<file path="config.mk">
export PLATFORM = sky130hd
export DESIGN_NAME = cube
export DESIGN_NICKNAME = d
export VERILOG_FILES = /design/src/rtl/cube.sv
export SDC_FILE = /design/constraint.sdc
export NUM_CORES = 1
export LEC_CHECK = 0
export ABC_AREA = 1
export CORE_AREA = 4 4 67 93
export CTS_BUF_LIST = sky130_fd_sc_hd__clkbuf_8
export DETAILED_ROUTE_END_ITERATION = 6
export DIE_AREA = 0 0 71 97
export PLACE_DENSITY = 0.77
export SLEW_MARGIN = 20
export SYNTH_ARGS = -nofsm -noshare
export SYNTH_HDL_FRONTEND = slang
export SYNTH_SLANG_ARGS = --single-unit
</file>
<file path="constraint.sdc">
create_clock -name clk -period 2.5 [get_ports clk]
set_input_delay 0.5 -clock clk [delete_from_list [all_inputs] [get_ports clk]]
set_output_delay 0.5 -clock clk [all_outputs]
set_load 0.1 [all_outputs]
</file>
<file path="src/rtl/cube.sv">
// cube: multi-cycle shift-add integer cuber, y = x^3, start/busy handshake.
// Optional CUBE_DONE_PULSE_EN adds a one-cycle done pulse on completion.
module cube #(
    parameter int N = 4
) (
    input  logic           clk,
    input  logic           reset,
    input  logic           start,
    input  logic [N-1:0]   x,
    output logic           busy,
    output logic [3*N-1:0] y
`ifdef CUBE_DONE_PULSE_EN
    ,
    output logic           done
`endif
);
    localparam int W  = 3 * N;
    localparam int CW = $clog2(N) + 1;

    typedef enum logic [1:0] {IDLE, SQ, CB} state_t;

    state_t         state;
    logic [N-1:0]   mcand;
    logic [N-1:0]   mplier;
    logic [N-1:0]   xr;
    logic [2*N-1:0] sq;
    logic [W-1:0]   acc;
    logic [W-1:0]   mc;
    logic [W-1:0]   sum;
    logic [CW-1:0]  cnt;
    logic           last;

    // The SQ pass multiplies by x, the CB pass by the stored square.
    always_comb begin
        mc   = (state == CB) ? W'(sq) : W'(mcand);
        sum  = acc + (mplier[0] ? (mc << cnt) : '0);
        last = cnt == CW'(N - 1);
    end

    always_ff @(posedge clk) begin
        if (reset) begin
            state  <= IDLE;
            mcand  <= '0;
            mplier <= '0;
            xr     <= '0;
            sq     <= '0;
            acc    <= '0;
            cnt    <= '0;
            busy   <= 1'b0;
            y      <= '0;
`ifdef CUBE_DONE_PULSE_EN
            done   <= 1'b0;
`endif
        end else begin
`ifdef CUBE_DONE_PULSE_EN
            done <= 1'b0;
`endif
            case (state)
                IDLE: if (start) begin
                    mcand  <= x;
                    mplier <= x;
                    xr     <= x;
                    acc    <= '0;
                    cnt    <= '0;
                    busy   <= 1'b1;
                    state  <= SQ;
                end
                SQ: begin
                    acc    <= last ? '0 : sum;
                    cnt    <= last ? '0 : cnt + 1'b1;
                    mplier <= last ? xr : mplier >> 1;
                    if (last) begin
                        sq    <= sum[2*N-1:0];
                        state <= CB;
                    end
                end
                CB: begin
                    acc    <= sum;
                    cnt    <= cnt + 1'b1;
                    mplier <= mplier >> 1;
                    if (last) begin
                        y     <= sum;
                        busy  <= 1'b0;
                        state <= IDLE;
`ifdef CUBE_DONE_PULSE_EN
                        done  <= 1'b1;
`endif
                    end
                end
                default: state <= IDLE;
            endcase
        end
    end
endmodule

</file>
==> flow_summary.json <==
{
  "port_buffers": 19,
  "drive_gt1_frac": 0.368,
  "vias": 3429,
  "seq_area_frac_synth": 0.320,
  "final.setup.worst_slack_ns": -0.294,
  "dr.pass1.iters": 5,
  "hold_path.class": "register to register",
  "crit_slowest_cell": "dfxtp_2",
  "grt_overflow": 0,
  "cts_root_buffer": "clkbuf_8",
  "clk_latency_ns": 0.31,
  "netlist_area_um2": 2870,
  "leakagePower_nw": 1.86,
  "violations": "setup timing",
  "die-width_um": 71,
  "maxCapViolCount": 0,
  "grtUsageTotal": 0.270,
  "wl_um": 11300,
  "drt_iter0_markers": 392,
  "finalNetCount": 520,
  "end_kind": "register",
  "place_area_um2": 3350,
  "syn_inst": 433,
  "synth.distinct_cells": 34,
  "place_congestion": 0.970,
  "rows": 32,
  "hold_ws_ns": 0.489,
  "worstMarginPinSlew_ns": 0.543,
  "diodes": 0,
  "postCtsHoldBufs": 0,
  "arrival_ns": 3.01,
  "syn-num-nets": 459,
  "status": "finished with violations",
  "grt_pass1_vias": 3222,
  "r2r_slack_ns": -0.29,
  "cpPeakStageDelay_ns": 0.34,
  "path_buf_inv": 4,
  "fill_cells": 376,
  "finClkSkew_ns": 0.00278,
  "coreArea_um2": 5450,
  "ios": 20,
  "start_util": 0.528,
  "clkTransAtPathRegs_ns": 0.10,
  "vdd_ir_drop_max_mv": 0.443,
  "min-delay-start": "acc[0]",
  "final_common_cell": "nand2_1",
  "cp_common_cell": "nand2_1",
  "preCtsSetupSlack_ns": -0.351,
  "fmax_ghz": 0.358,
  "finalHoldViolations": 0,
  "drc": 0,
  "fin_util": 0.749,
  "grt_pass1_wl_um": 14900,
  "tritoncts": "yes",
  "cts_buffer_depth": 2,
  "syn_to_final_growth_pct": 41.8,
  "grt_max_degree": 28,
  "routedWlPerCell_um": 20.0,
  "yosys_warnings": 0,
  "die_height_um": 97,
  "synth.avg_cell_area_um2": 6.64,
  "cp_top_family": "simple AND/OR/NAND/NOR gates",
  "vias_per_cell": 6.09,
  "p_per_area_nw_per_um2": 414,
  "htreeDepth": 2,
  "finalCritPeriodShare": 1.12,
  "cts_sinks": 46,
  "slew_viol_final": 0,
  "criticalPathCategory": "register to register",
  "ys_ff_latch": 46,
  "grt_setup_unrepaired": "yes",
  "setup_viol": 23,
  "dieArea_um2": 6890,
  "critPathLaunchType": "register",
  "r2r-start": "state[0]",
  "crit_chain": "inv_2, buf_6, ha_4, nand2_1, o21ai_2, nand2_1, nand2_2, o21ai_2, nand2_1, o21ai_1, inv_1, ha_4, nand2_1, nor2_2, nand2_1, nand3_2, nand2_1, nand2_1, nand2_1, nand2_1, inv_1",
  "critPathMaxFanout": 6,
  "layout_common_cells": "nand2_1 (76), buf_4 (54), inv_1 (47), dfxtp_1 (44), nor2_1 (34)",
  "hpwl_um": 5860,
  "cp-startpoint": "state[0]",
  "grt_antenna_before_repair": 0,
  "critPathRequiredTime_ns": 2.72,
  "slew_headroom": 0.637,
  "ant_nets": 0,
  "numCtsBuffers": 5,
  "final_area_um2": 4080,
  "fin_crit_ns": 2.79
}
logic make-up after synthesis:
family / Yosys count / synth area share
AOI/OAI and AO/OA: 110 / 0.210
buffers and inverters: 75 / 0.109
xor gates and xnor gates: 6 / 0.0209
DFF: 46 / 0.320
adders and majority gates: 19 / 0.0853
and+or+nand+nor: 177 / 0.254
synthesized netlist by cell type, drive strengths merged:
master | instances | share of area
ha | 18 | 0.078
inv | 62 | 0.081
o21bai | 2 | 0.0091
buf | 10 | 0.024
nand3b | 1 | 0.0026
fa | 1 | 0.0070
a21oi | 43 | 0.076
o22ai | 4 | 0.0087
clkbuf | 2 | 0.0026
a21o | 2 | 0.0052
a31oi | 1 | 0.0022
xor2 | 3 | 0.012
nor2 | 44 | 0.060
nor3 | 2 | 0.0035
or2 | 1 | 0.0022
nand4 | 2 | 0.0044
o211ai | 4 | 0.010
nand3 | 28 | 0.051
o21ai | 54 | 0.098
xnor2 | 3 | 0.0091
nand2 | 99 | 0.13
clkinv | 1 | 0.0013
dfxtp | 46 | 0.32
sequential cells by signal, indices dropped and copies added, names as in the netlist:
register / flops
cnt: 3
busy: 1
mplier: 4
xr: 4
sq: 8
acc: 12
y: 12
state: 2
area by class of cell:
| cell class | count | area, µm² | share of cell area |
|---|---|---|---|
| Timing Repair Buffer | 66 | 542 | 0.133 |
| Multi-Input combinational cell | 312 | 2170 | 0.533 |
| Clock inverter | 3 | 43.8 | 0.0107 |
| Clock buffer | 5 | 68.8 | 0.0169 |
| Inverter | 63 | 239 | 0.0586 |
| Sequential cell | 46 | 926 | 0.227 |
| Tap cell | 68 | 85.1 | 0.0209 |
final timing paths:
| check | depth (start not counted) | end |
|---|---|---|
| worst max-delay path | 21 | y[10] |
| worst min-delay path | 2 | acc[0] |
| worst max register to register | 21 | y[10] |
| worst min register to register | 2 | acc[0] |
metrics by stage:
stage	total power [mW]	setup TNS, ns	std cells
after global routing	1.75	-7.00	563
after global placement	1.03	-3.63	547
after CTS	1.63	-1.03	562
final	1.69	-4.39	563
after floorplan	0.961	0	433
after detailed placement	1.04	-4.65	547
repair_timing:
item,CTS,global route
pin swaps,25,30
resized for setup,70,77
setup buffers,7,1
endpoints found under the setup margin,26,26
worst register-to-register path: stages (launching register included):
cell     delay, ns
dfxtp_2       0.34
inv_2         0.04
buf_6         0.11
ha_4          0.19
nand2_1       0.09
o21ai_2       0.07
nand2_1       0.07
nand2_2       0.09
o21ai_2       0.24
nand2_1       0.12
o21ai_1       0.13
inv_1         0.11
ha_4          0.31
nand2_1       0.11
nor2_2        0.19
nand2_1       0.13
nand3_2       0.09
nand2_1       0.06
nand2_1       0.07
nand2_1       0.05
nand2_1       0.06
inv_1         0.03
report_power, final:
part           internal, mW  leakage, nW  switching (mW)
registers             0.755        0.374          0.0151
logic                 0.113         1.42           0.215
clock network         0.300       0.0585           0.291
routing by layer:
layer	wire length, µm	vias to the layer above	track usage	share of wire
met1	3710	1561	0.276	0.33
met4	1190	0	0.217	0.11
li1	-	1531	-	-
met2	5570	235	0.460	0.49
met3	812	102	0.0582	0.072
met5	0	-	0	0
Note: power is estimated with default switching activity, not from simulation.
